===== src/rtl/mc_pkg.sv =====
// mc_pkg: shared encodings for the multicycle MIPS sequencing controller.
//   - mc_state_e : 4-bit FSM state encoding
//   - opcode/funct constants for the supported instructions
//   - AluOP, ALUSrcB and PCSource select encodings
//   - mc_ctrl_t  : bundle of every datapath control driven by the controller
// Optional feature macro: MC_JAL_JR_EN (enables the JAL and JR paths).
package mc_pkg;

  typedef enum logic [3:0] {
    ST_IDLE   = 4'd0,
    ST_FETCH  = 4'd1,
    ST_DECODE = 4'd2,
    ST_MEMADR = 4'd3,
    ST_MEMRD  = 4'd4,
    ST_MEMWB  = 4'd5,
    ST_MEMWR  = 4'd6,
    ST_EXEC   = 4'd7,
    ST_RWB    = 4'd8,
    ST_BRANCH = 4'd9,
    ST_JUMP   = 4'd10,
    ST_JAL    = 4'd11,
    ST_JR     = 4'd12,
    ST_TRAP   = 4'd13
  } mc_state_e;

  localparam logic [5:0] OP_RTYPE = 6'b000000;
  localparam logic [5:0] OP_LW    = 6'b100011;
  localparam logic [5:0] OP_SW    = 6'b101011;
  localparam logic [5:0] OP_BEQ   = 6'b000100;
  localparam logic [5:0] OP_J     = 6'b000010;
  localparam logic [5:0] OP_JAL   = 6'b000011;
  localparam logic [5:0] FUNCT_JR = 6'b001000;

  localparam logic [1:0] ALUOP_ADD   = 2'b00;
  localparam logic [1:0] ALUOP_SUB   = 2'b01;
  localparam logic [1:0] ALUOP_FUNCT = 2'b10;

  localparam logic [1:0] SRCB_B     = 2'b00;
  localparam logic [1:0] SRCB_FOUR  = 2'b01;
  localparam logic [1:0] SRCB_IMM   = 2'b10;
  localparam logic [1:0] SRCB_IMMSH = 2'b11;

  localparam logic [1:0] PCSRC_ALU    = 2'b00;
  localparam logic [1:0] PCSRC_ALUOUT = 2'b01;
  localparam logic [1:0] PCSRC_JUMP   = 2'b10;
  localparam logic [1:0] PCSRC_RS     = 2'b11;

  typedef struct packed {
    logic       pc_write;
    logic       pc_write_cond;
    logic       i_or_d;
    logic       mem_read;
    logic       mem_write;
    logic       ir_write;
    logic       mem_to_reg;
    logic       reg_dst;
    logic       reg_write;
    logic       alu_src_a;
    logic       jal;
    logic [1:0] pc_source;
    logic [1:0] alu_src_b;
    logic [1:0] alu_op;
    logic       instr_done;
    logic       illegal;
  } mc_ctrl_t;

  // Loads and stores share the address-calculation cycle.
  function automatic logic is_mem_op(input logic [5:0] op);
    return (op == OP_LW) || (op == OP_SW);
  endfunction

endpackage


===== src/rtl/mc_out_decode.sv =====
// mc_out_decode: purely combinational map from controller state (plus
// mem_ready) to the full set of datapath controls. Every control defaults
// to 0, so states that do not mention a control never drive X.
// Ports:
//   state_i      in  current FSM state
//   mem_ready_i  in  memory handshake; qualifies IRWrite/PCWrite in FETCH
//                    and instr_done in MEMWR
//   ctrl_o       out bundled datapath controls
// Optional feature macro: MC_JAL_JR_EN (JAL/JR output patterns).
module mc_out_decode
  import mc_pkg::*;
(
  input  mc_state_e state_i,
  input  logic      mem_ready_i,
  output mc_ctrl_t  ctrl_o
);

  always_comb begin
    ctrl_o = '0;
    case (state_i)
      ST_FETCH: begin
        ctrl_o.mem_read  = 1'b1;
        ctrl_o.alu_src_b = SRCB_FOUR;
        ctrl_o.alu_op    = ALUOP_ADD;
        ctrl_o.pc_source = PCSRC_ALU;
        // PC+4 and the IR latch only once the instruction word has arrived.
        ctrl_o.ir_write  = mem_ready_i;
        ctrl_o.pc_write  = mem_ready_i;
      end
      ST_DECODE: begin
        // Speculative branch target: PC + (imm << 2).
        ctrl_o.alu_src_b = SRCB_IMMSH;
        ctrl_o.alu_op    = ALUOP_ADD;
      end
      ST_MEMADR: begin
        ctrl_o.alu_src_a = 1'b1;
        ctrl_o.alu_src_b = SRCB_IMM;
        ctrl_o.alu_op    = ALUOP_ADD;
      end
      ST_MEMRD: begin
        ctrl_o.mem_read = 1'b1;
        ctrl_o.i_or_d   = 1'b1;
      end
      ST_MEMWB: begin
        ctrl_o.reg_write  = 1'b1;
        ctrl_o.mem_to_reg = 1'b1;
        ctrl_o.instr_done = 1'b1;
      end
      ST_MEMWR: begin
        ctrl_o.mem_write  = 1'b1;
        ctrl_o.i_or_d     = 1'b1;
        ctrl_o.instr_done = mem_ready_i;
      end
      ST_EXEC: begin
        ctrl_o.alu_src_a = 1'b1;
        ctrl_o.alu_src_b = SRCB_B;
        ctrl_o.alu_op    = ALUOP_FUNCT;
      end
      ST_RWB: begin
        ctrl_o.reg_dst    = 1'b1;
        ctrl_o.reg_write  = 1'b1;
        ctrl_o.instr_done = 1'b1;
      end
      ST_BRANCH: begin
        ctrl_o.alu_src_a     = 1'b1;
        ctrl_o.alu_src_b     = SRCB_B;
        ctrl_o.alu_op        = ALUOP_SUB;
        ctrl_o.pc_write_cond = 1'b1;
        ctrl_o.pc_source     = PCSRC_ALUOUT;
        ctrl_o.instr_done    = 1'b1;
      end
      ST_JUMP: begin
        ctrl_o.pc_write   = 1'b1;
        ctrl_o.pc_source  = PCSRC_JUMP;
        ctrl_o.instr_done = 1'b1;
      end
`ifdef MC_JAL_JR_EN
      ST_JAL: begin
        // Datapath routes PC to $31 when jal is high.
        ctrl_o.pc_write   = 1'b1;
        ctrl_o.pc_source  = PCSRC_JUMP;
        ctrl_o.reg_write  = 1'b1;
        ctrl_o.jal        = 1'b1;
        ctrl_o.instr_done = 1'b1;
      end
      ST_JR: begin
        ctrl_o.pc_write   = 1'b1;
        ctrl_o.pc_source  = PCSRC_RS;
        ctrl_o.instr_done = 1'b1;
      end
`endif
      ST_TRAP: begin
        ctrl_o.illegal = 1'b1;
      end
      default: ctrl_o = '0;
    endcase
  end

endmodule


===== src/rtl/multicycle_control.sv =====
// multicycle_control: Moore sequencing controller for the multicycle MIPS
// datapath. Holds the state register and next-state logic; the per-state
// output map lives in mc_out_decode.
// Ports:
//   clk_i, rst_i         clock, asynchronous active-high reset
//   opcode_i, funct_i    IR[31:26] / IR[5:0], valid from DECODE onward
//   mem_ready_i          memory completes the current access this cycle
//   *_o (1-bit)          PCWrite, PCWriteCond, IorD, MemRead, MemWrite,
//                        IRWrite, MemtoReg, RegDst, RegWrite, ALUSrcA, Jal
//   PCSource_o, ALUSrcB_o, AluOP_o   2-bit mux/ALU selects
//   instr_done_o         pulse in the last cycle of each instruction
//   illegal_o            sticky unsupported-instruction flag
// Optional feature macro: MC_JAL_JR_EN (adds jal and jr; otherwise both
// decode to TRAP).
//
// state  | meaning
// IDLE   | post-reset, goes to FETCH
// FETCH  | read instruction at PC, PC+4 (waits on mem_ready)
// DECODE | register read, branch target calc, dispatch on opcode
// MEMADR | lw/sw effective address
// MEMRD  | data read (waits on mem_ready)
// MEMWB  | write loaded data to rt
// MEMWR  | data write (waits on mem_ready)
// EXEC   | R-type ALU operation
// RWB    | write ALU result to rd
// BRANCH | beq compare and conditional PC update
// JUMP   | j target to PC
// JAL    | jal target to PC, PC to $31
// JR     | rs to PC
// TRAP   | unsupported instruction, held until reset
module multicycle_control
  import mc_pkg::*;
(
  input  logic       clk_i,
  input  logic       rst_i,
  input  logic [5:0] opcode_i,
  input  logic [5:0] funct_i,
  input  logic       mem_ready_i,
  output logic       PCWrite_o,
  output logic       PCWriteCond_o,
  output logic       IorD_o,
  output logic       MemRead_o,
  output logic       MemWrite_o,
  output logic       IRWrite_o,
  output logic       MemtoReg_o,
  output logic       RegDst_o,
  output logic       RegWrite_o,
  output logic       ALUSrcA_o,
  output logic       Jal_o,
  output logic [1:0] PCSource_o,
  output logic [1:0] ALUSrcB_o,
  output logic [1:0] AluOP_o,
  output logic       instr_done_o,
  output logic       illegal_o
);

  mc_state_e state_q, state_d;
  mc_state_e decode_target;
  mc_ctrl_t  ctrl;

  always_ff @(posedge clk_i or posedge rst_i) begin
    if (rst_i) state_q <= ST_IDLE;
    else       state_q <= state_d;
  end

  // Dispatch target out of DECODE.
  always_comb begin
    decode_target = ST_TRAP;
    if (is_mem_op(opcode_i)) begin
      decode_target = ST_MEMADR;
    end else begin
      case (opcode_i)
        OP_RTYPE: begin
`ifdef MC_JAL_JR_EN
          decode_target = (funct_i == FUNCT_JR) ? ST_JR : ST_EXEC;
`else
          decode_target = (funct_i == FUNCT_JR) ? ST_TRAP : ST_EXEC;
`endif
        end
        OP_BEQ: decode_target = ST_BRANCH;
        OP_J:   decode_target = ST_JUMP;
`ifdef MC_JAL_JR_EN
        OP_JAL: decode_target = ST_JAL;
`endif
        default: decode_target = ST_TRAP;
      endcase
    end
  end

  always_comb begin
    state_d = state_q;
    case (state_q)
      ST_IDLE:   state_d = ST_FETCH;
      ST_FETCH:  if (mem_ready_i) state_d = ST_DECODE;
      ST_DECODE: state_d = decode_target;
      ST_MEMADR: state_d = (opcode_i == OP_LW) ? ST_MEMRD : ST_MEMWR;
      ST_MEMRD:  if (mem_ready_i) state_d = ST_MEMWB;
      ST_MEMWB:  state_d = ST_FETCH;
      ST_MEMWR:  if (mem_ready_i) state_d = ST_FETCH;
      ST_EXEC:   state_d = ST_RWB;
      ST_RWB:    state_d = ST_FETCH;
      ST_BRANCH: state_d = ST_FETCH;
      ST_JUMP:   state_d = ST_FETCH;
`ifdef MC_JAL_JR_EN
      ST_JAL:    state_d = ST_FETCH;
      ST_JR:     state_d = ST_FETCH;
`endif
      ST_TRAP:   state_d = ST_TRAP;
      // Unused encodings recover through IDLE.
      default:   state_d = ST_IDLE;
    endcase
  end

  mc_out_decode u_out_decode (
    .state_i     (state_q),
    .mem_ready_i (mem_ready_i),
    .ctrl_o      (ctrl)
  );

  assign PCWrite_o     = ctrl.pc_write;
  assign PCWriteCond_o = ctrl.pc_write_cond;
  assign IorD_o        = ctrl.i_or_d;
  assign MemRead_o     = ctrl.mem_read;
  assign MemWrite_o    = ctrl.mem_write;
  assign IRWrite_o     = ctrl.ir_write;
  assign MemtoReg_o    = ctrl.mem_to_reg;
  assign RegDst_o      = ctrl.reg_dst;
  assign RegWrite_o    = ctrl.reg_write;
  assign ALUSrcA_o     = ctrl.alu_src_a;
  assign Jal_o         = ctrl.jal;
  assign PCSource_o    = ctrl.pc_source;
  assign ALUSrcB_o     = ctrl.alu_src_b;
  assign AluOP_o       = ctrl.alu_op;
  assign instr_done_o  = ctrl.instr_done;
  assign illegal_o     = ctrl.illegal;

endmodule


===== config.mk =====
export PLATFORM = sky130hd
export DESIGN_NAME = multicycle_control
export DESIGN_NICKNAME = d
export VERILOG_FILES = /design/src/rtl/mc_pkg.sv /design/src/rtl/mc_out_decode.sv /design/src/rtl/multicycle_control.sv
export SDC_FILE = /design/constraint.sdc
export NUM_CORES = 1
export LEC_CHECK = 0
export CAP_MARGIN = 20
export CORE_MARGIN = 3
export CORE_UTILIZATION = 37
export CTS_CLUSTER_DIAMETER = 100
export DETAILED_ROUTE_END_ITERATION = 16
export PLACE_DENSITY = 0.88
export RECOVER_POWER = 25
export SETUP_SLACK_MARGIN = 0.1
export SLEW_MARGIN = 40
export SYNTH_ARGS = -nofsm -noshare
export SYNTH_HDL_FRONTEND = slang
export SYNTH_SLANG_ARGS = --single-unit
export TNS_END_PERCENT = 20

===== constraint.sdc =====
create_clock -name clk_i -period 2.3 [get_ports clk_i]
set_clock_uncertainty 0.05 [all_clocks]
set_input_delay 0.345 -clock clk_i [delete_from_list [all_inputs] [get_ports clk_i]]
set_output_delay 0.345 -clock clk_i [all_outputs]
set_load 0.01 [all_outputs]

==> metrics.csv, run 1 <==
stage,metric,value,unit
run_status,outcome,finished clean,
timing,max_freq,451,MHz
logic_synthesis,synth_xor_area_share,1.74,%
power_and_ir_drop,ir_drop,0.687,mV
clock_network,path_clk_slew,0.05,ns
worst_setup_path,crit_type,register to output pin,
timing,setup_ws,0.0807,ns
logic_synthesis,synthesis.nets,88,
logic_synthesis,synth-async-reset-ratio,100,%
worst_setup_path,crit_end,MemtoReg_o,
placed_design,numPortBuffers,32,
detailed_routing,via_per_inst,5.84,
power_and_ir_drop,p_per_area,1160,nW/µm²
clock_network,cts_buffers,3,
worst_setup_path,startpoint,state_q[0]$_DFFE_PP0P_,
timing,rsz0062_at_grt,yes,
worst_setup_path,cp.depth,5,
timing,finalHoldViolCount,0,
worst_setup_path,r2r_setup_slack,0.82,ns
die,fp.dieH,42.9,µm
logic_synthesis,yosysTopAreaCellShare,19.9,%
detailed_routing,wire_per_inst,16.3,µm
logic_synthesis,syn_area,503,µm²
min_path,hold_path_class,input port to asynchronous set/reset pin,
detailed_routing,drt_iter0_drc,11,
placed_design,place_hpwl,1.40,mm
placed_design,gp_congestion,0.879,
worst_setup_path,cp_data_required_time,1.90,ns
worst_setup_path,r2r_end,state_q[1]$_DFFE_PP0P_,
clock_network,cts_tree,yes,
cells_and_area,largest_register_ffs,4,
cells_and_area,stdcell_area,950,µm²
global_routing,grt_pass1_wl,2.85,mm
timing,setup_viol,0,
cells_and_area,fill_cells,86,
worst_setup_path,reg2reg_from,state_q[0]$_DFFE_PP0P_,
worst_setup_path,crit_path_frequent_cell,buf_4,
clock_network,hold_buffers,0,
timing,min_period,2.22,ns
detailed_routing,drcViolationCount,0,
worst_setup_path,arrival,1.82,ns
clock_network,numClockSinks,4,
timing,report.final.slew_viol_count,0,
logic_synthesis,synthTopCellsByArea,"dfrtp_1 (20%), nor2_1 (9.0%), a21oi_1 (4.0%), buf_2 (4.0%), nor3_1 (4.0%)",
worst_setup_path,crit_buf_inv,3,
worst_setup_path,path_cells,buf_4 -> nand2_2 -> nor3_2 -> buf_4 -> clkdlybuf4s50_1,
global_routing,gr-total-overflow,0,
worst_setup_path,r2r_cells,4,
logic_synthesis,synth_area_leader_cell,dfrtp_1,
global_routing,gr-usage-all-layers,20.5,%
placed_design,place_area,843,µm²
worst_setup_path,crit_family,buffers and inverters,
logic_synthesis,synth_compound_area_share,27.4,%
logic_synthesis,synthAdderAreaFrac,0,%
placed_design,pre_cts_ws,0.00897,ns
logic_synthesis,syn_area_per_cell,6.89,µm²
cells_and_area,diodes,0,
timing,period_share,96.5,%
worst_setup_path,crit_path_max_incr_delay,0.53,ns
cells_and_area,largestRegisters,state_q (4),
detailed_routing,antenna_left,0,
clock_network,clockRootBuffer,clkbuf_4,
global_routing,first_global_vias,658,
clock_network,cts_buffer_depth,2,
cells_and_area,regMostFlops,state_q,
worst_setup_path,crit_slowest_cell,clkdlybuf4s50_1,
detailed_routing,routed_wl,2.03,mm
cells_and_area,final_nets,128,
cells_and_area,drive_above_1_share,20.7,%
die,rows,12,
logic_synthesis,synth_simple_gate_area_share,41.0,%
logic_synthesis,synth_edf_count,0,
power_and_ir_drop,cellLeakagePower,0.463,nW
logic_synthesis,synth_cells,73,
logic_synthesis,synthFlopType,dfrtp_1,
die,core,1190,µm²
clock_network,htreeDepth,1,
logic_synthesis,ys_seq_area_share,19.9,%
detailed_routing,drt_pass1_iterations,4,
logic_synthesis,synth_most_common_cell,nor2_1,
worst_setup_path,critPathMaxFanout,6,
die,start_util,42.4,%
run,cap_viol_max_count,0,
logic_synthesis,yosys_register_bits,4,
die,die_w,42.9,µm
die,die-area,1840,µm²
cells_and_area,area_growth,88.8,%
worst_setup_path,endpoint_kind,output pin,
logic_synthesis,synth_top_family_by_area,simple AND/OR/NAND/NOR gates,
logic_synthesis,synthMuxAreaShare,0,%
global_routing,grt_max_degree,13,
detailed_routing,route.vias.total,730,
logic_synthesis,synth_cell_types,34,
worst_setup_path,worstSetupStartpointType,register,
global_routing,antenna_found_initial,0,
logic_synthesis,yosys_warnings,0,
die,io_pins,34,
clock_network,clk-insertion-delay-late,0.25,ns
==> final cells by class <==
| cell class | count | area (µm²) | share of cell area, % |
|---|---|---|---|
| inverters | 3 | 11.3 | 1.19 |
| clock buffers | 3 | 22.5 | 2.37 |
| well taps | 14 | 17.5 | 1.84 |
| flip-flops and latches | 4 | 104 | 10.9 |
| repair buffers | 41 | 402 | 42.3 |
| multi-input cells | 60 | 393 | 41.4 |
==> cells by family after synthesis <==
logic type / after synthesis
and+or+nand+nor: 39
other: 1
xor gates and xnor gates: 1
buffers and inverters: 9
DFF: 4
AOI/OAI and AO/OA: 19
==> layout by cell type, fill, tap and decap left out, types with 2 or more instances in the layout <==
cell type	synthesis	routed
clkdlybuf4s50_1	0	23
nor2_1	12	11
buf_4	2	9
dlymetal6s2s_1	0	6
a21oi_1	4	4
inv_1	3	3
nand2_1	4	3
nand3_1	3	3
clkbuf_4	0	3
dfrtp_2	0	3
o21ai_0	2	2
and2_1	2	2
nand2b_2	0	2
or3_1	1	2
nor4_1	2	2
o21a_1	2	2
nor3_1	4	2
o31ai_1	2	2
or2_1	2	2
dlygate4sd3_1	0	2
==> how the worst min path moves through the flow <==
stage	depth (start not counted)	from	slack, ns	end
after floorplan	1	rst_i	0.06	state_q[0]$_DFFE_PP0P_
after global placement	2	rst_i	0.48	state_q[2]$_DFFE_PP0P_
after detailed placement	2	rst_i	0.51	state_q[0]$_DFFE_PP0P_
after CTS	2	rst_i	0.24	state_q[2]$_DFFE_PP0P_
after global routing	2	rst_i	0.39	state_q[2]$_DFFE_PP0P_
final	2	rst_i	0.38	state_q[2]$_DFFE_PP0P_
==> per-stage QoR <==
stage               utilization [%]  total power (W)  setup TNS, ns  cells  hold slack [ns]
floorplan                         -         0.000539              0     73           0.0611
finish                         80.1          0.00110              0    125            0.381
CTS                            74.6          0.00101              0    121            0.243
detailed placement             71.1         0.000900              0    118            0.505
global route                   80.1          0.00118        -0.0104    125            0.394
global placement               71.1         0.000880              0    118            0.479
==> repair_timing <==
item / CTS / global route
gates cloned: 0 / 0
resized for setup: 6 / 13
setup endpoints to repair: 7 / 15
setup buffers: 0 / 4
pin swaps: 0 / 1
hold endpoints to repair: 0 / 0
==> routing by layer <==
| metal | part of all wire, % | global-route usage [%] |
|---|---|---|
| met1 | 33 | 21.9 |
| met3 | 7.7 | 3.39 |
| met5 | 0 | 0 |
| met2 | 56 | 35.3 |
| met4 | 2.8 | 14.9 |
==> where the power goes <==
part	internal [W]	switching (W)
logic	0.000433	0.000393
registers	0.000108	0.0000745
clock network	0.0000588	0.0000353
total	0.000599	0.000503
==> worst reg2reg max path, cell delays in order, from the launching register on <==
cell	delay, ns
dfrtp_2	0.43
buf_4	0.18
nand2b_2	0.24
or3_1	0.38
o211ai_1	0.12
Power figures use the tool's default switching activity.
==> run 2: changes to the inputs <==
- ABC_CLOCK_PERIOD_IN_PS: unset -> 2300
==> results of run 2 <==
Same layout as run 1: the final DEF is identical, and so are final timing and power.
==> run 3: changes to the inputs <==
- ABC_AREA: unset -> 1
- CORE_UTILIZATION: 37 -> 38
==> run 3 against run 2 <==
Against the previous run: total power shrank 82%; clock-buffer cell count is the same; critical path depth grew 1; sequential power shrank 61%.
==> metrics.csv, run 3 <==
stage,metric,value,unit
run_status,outcome,finished clean,
timing,period_share,96.0,%
logic_synthesis,synth-async-reset-ratio,100,%
cells_and_area,final_nets,150,
clock_network,htreeDepth,1,
logic_synthesis,synth_top_family_by_area,simple AND/OR/NAND/NOR gates,
logic_synthesis,yosysTopAreaCellShare,18.4,%
die,io_pins,34,
logic_synthesis,synth_xor_area_share,0,%
worst_setup_path,worstSetupStartpointType,register,
clock_network,clockRootBuffer,clkbuf_4,
die,die-area,1920,µm²
cells_and_area,diodes,0,
logic_synthesis,syn_area,544,µm²
detailed_routing,routed_wl,1.69,mm
logic_synthesis,synth_area_leader_cell,dfrtp_1,
logic_synthesis,synth_cells,100,
worst_setup_path,arrival,1.81,ns
logic_synthesis,synthFlopType,dfrtp_1,
logic_synthesis,synth_most_common_cell,nor2_1,
detailed_routing,route.vias.total,724,
timing,setup_ws,0.0912,ns
power_and_ir_drop,cellLeakagePower,0.442,nW
cells_and_area,regMostFlops,state_q,
global_routing,first_global_vias,694,
worst_setup_path,crit_type,register to output pin,
min_path,hold_path_class,input port to asynchronous set/reset pin,
clock_network,numClockSinks,4,
power_and_ir_drop,p_per_area,218,nW/µm²
logic_synthesis,synthAdderAreaFrac,0,%
clock_network,post_cts_buffers,0,
clock_network,hold_buffers,0,
cells_and_area,multi_input_area,362,µm²
detailed_routing,drcViolationCount,0,
cells_and_area,final_cell_mix,"clkdlybuf4s50_1 (28), nor2_1 (23), nand2_1 (22)",
clock_network,cts_buffer_depth,2,
clock_network,path_clk_slew,0.04,ns
power_and_ir_drop,ir_drop,0.150,mV
logic_synthesis,synthMuxAreaShare,0,%
worst_setup_path,r2r_cells,8,
logic_synthesis,synth_cell_types,20,
cells_and_area,stdcell_area,901,µm²
worst_setup_path,r2r_setup_slack,0.95,ns
detailed_routing,wire_per_inst,11.4,µm
die,rows,13,
logic_synthesis,syn_area_per_cell,5.44,µm²
detailed_routing,antenna_left,0,
logic_synthesis,synthesis.nets,115,
timing,report.final.slew_viol_count,0,
logic_synthesis,synth_edf_count,0,
worst_setup_path,cp_data_required_time,1.90,ns
run,cap_viol_max_count,0,
worst_setup_path,endpoint_kind,output pin,
timing,rsz0062_at_grt,yes,
placed_design,place_hpwl,1.46,mm
die,core,1320,µm²
die,start_util,41.3,%
placed_design,gp_congestion,0.875,
logic_synthesis,synthTopCellsByArea,"dfrtp_1 (18%), nor2_1 (18%), nand2_1 (15%), inv_1 (10%), nand3_1 (4.6%)",
clock_network,cts_buffers,3,
detailed_routing,drt_iter0_drc,12,
logic_synthesis,yosys_warnings,0,
worst_setup_path,reg2reg_from,state_q[1]$_DFFE_PP0P_,
clock_network,clk-insertion-delay-late,0.23,ns
timing,max_freq,453,MHz
logic_synthesis,synth_commonest_cells,"nor2_1 (26), nand2_1 (22), inv_1 (15)",
worst_setup_path,r2r_end,state_q[0]$_DFFE_PP0P_,
logic_synthesis,synth_simple_gate_area_share,57.2,%
cells_and_area,area_growth,65.5,%
worst_setup_path,startpoint,state_q[2]$_DFFE_PP0P_,
cells_and_area,final_common_cell,clkdlybuf4s50_1,
placed_design,numPortBuffers,32,
detailed_routing,drt_pass1_iterations,4,
worst_setup_path,critPathMaxFanout,5,
timing,min_period,2.21,ns
die,fp.dieH,43.8,µm
cells_and_area,final_util,68.4,%
cells_and_area,largestRegisters,state_q (4),
cells_and_area,regArea,101,µm²
placed_design,place_area,868,µm²
timing,finalHoldViolCount,0,
detailed_routing,via_per_inst,4.89,
logic_synthesis,ys_seq_area_share,18.4,%
timing,setup_viol,0,
global_routing,gr-usage-all-layers,20.3,%
global_routing,grt_pass1_wl,2.99,mm
worst_setup_path,crit_end,instr_done_o,
global_routing,gr-total-overflow,0,
logic_synthesis,synth_compound_area_share,7.13,%
cells_and_area,largest_register_ffs,4,
global_routing,grt_max_degree,7,
logic_synthesis,yosys_register_bits,4,
die,die_w,43.8,µm
timing,fin_setup_tns,0,ns
global_routing,antenna_found_initial,0,
clock_network,cts_tree,yes,
cells_and_area,fill_cells,104,
cells_and_area,drive_above_1_share,16.5,%
placed_design,pre_cts_ws,0.227,ns
==> run 3: cell count changes in the layout (fill, tap and decap cells not counted), sizes merged, moves of 3 or more <==
| cell | previous run | this run |
|---|---|---|
| nand2 | 4 | 26 |
| buf | 9 | 0 |
| inv | 3 | 20 |
| a21oi | 4 | 1 |
| nor2 | 12 | 29 |
| clkdlybuf4s50 | 23 | 28 |
| dlymetal6s2s | 6 | 1 |
| o21ai | 3 | 6 |
| nand2b | 3 | 0 |
==> run 3: area by class of cell <==
| class | count | area share (%) |
|---|---|---|
| Tap cell | 15 | 2.08 |
| Sequential cell | 4 | 11.2 |
| Inverter | 20 | 8.33 |
| Multi-Input combinational cell | 74 | 40.1 |
| Timing Repair Buffer | 32 | 35.7 |
| Clock buffer | 3 | 2.50 |
==> run 3: cell families (layout without fill, tap and decap cells) <==
group	after synthesis	count (layout)
other	1	1
AOI/OAI and AO/OA	7	7
buffers and inverters	22	55
and+or+nand+nor	66	66
DFF	4	4
==> run 3: report_power, final <==
part | total (W) | internal, W | switching [W]
combinational | 0.0000400 | 0.0000240 | 0.0000160
clock | 0.0000860 | 0.0000583 | 0.0000277
sequential | 0.0000707 | 0.0000707 | 0
total | 0.000197 | 0.000153 | 0.0000436
==> run 3: through the flow <==
step | hold slack (ns) | power [W] | std cells
final | 0.390 | 0.000197 | 148
after global routing | 0.407 | 0.000211 | 148
after CTS | 0.247 | 0.000201 | 148
after detailed placement | 0.496 | 0.000112 | 145
after global placement | 0.482 | 0.000110 | 145
after floorplan | 0.0611 | 0.0000843 | 100
==> run 3: timing repair <==
item / in CTS / in global routing
resized for setup: 1 / 5
endpoints found under the setup margin: 2 / 3
pin swaps: 0 / 0
==> run 3: worst max-delay path: stages, from the launching register on <==
cell	delay (ns)
dfrtp_2	0.46
inv_2	0.10
nand2_1	0.13
nor2_1	0.19
inv_1	0.08
nand4_1	0.09
clkdlybuf4s50_1	0.54
==> run 3: worst min path at each step <==
stage	end	slack, ns	from	cells after the start
floorplan	state_q[0]$_DFFE_PP0P_	0.06	rst_i	1
finish	state_q[1]$_DFFE_PP0P_	0.39	rst_i	2
CTS	state_q[2]$_DFFE_PP0P_	0.25	rst_i	2
detailed placement	state_q[0]$_DFFE_PP0P_	0.50	rst_i	2
global placement	state_q[0]$_DFFE_PP0P_	0.48	rst_i	2
global route	state_q[1]$_DFFE_PP0P_	0.41	rst_i	2
==> run 3: per-layer routing <==
metal  vias to the layer above  share of wire, %  track usage, %
met2                        38                53            34.3
met5                         -                 0               0
li1                        371                 -               -
met3                         2               7.1            5.39
met4                         0               1.2            9.04
met1                       313                39            23.8
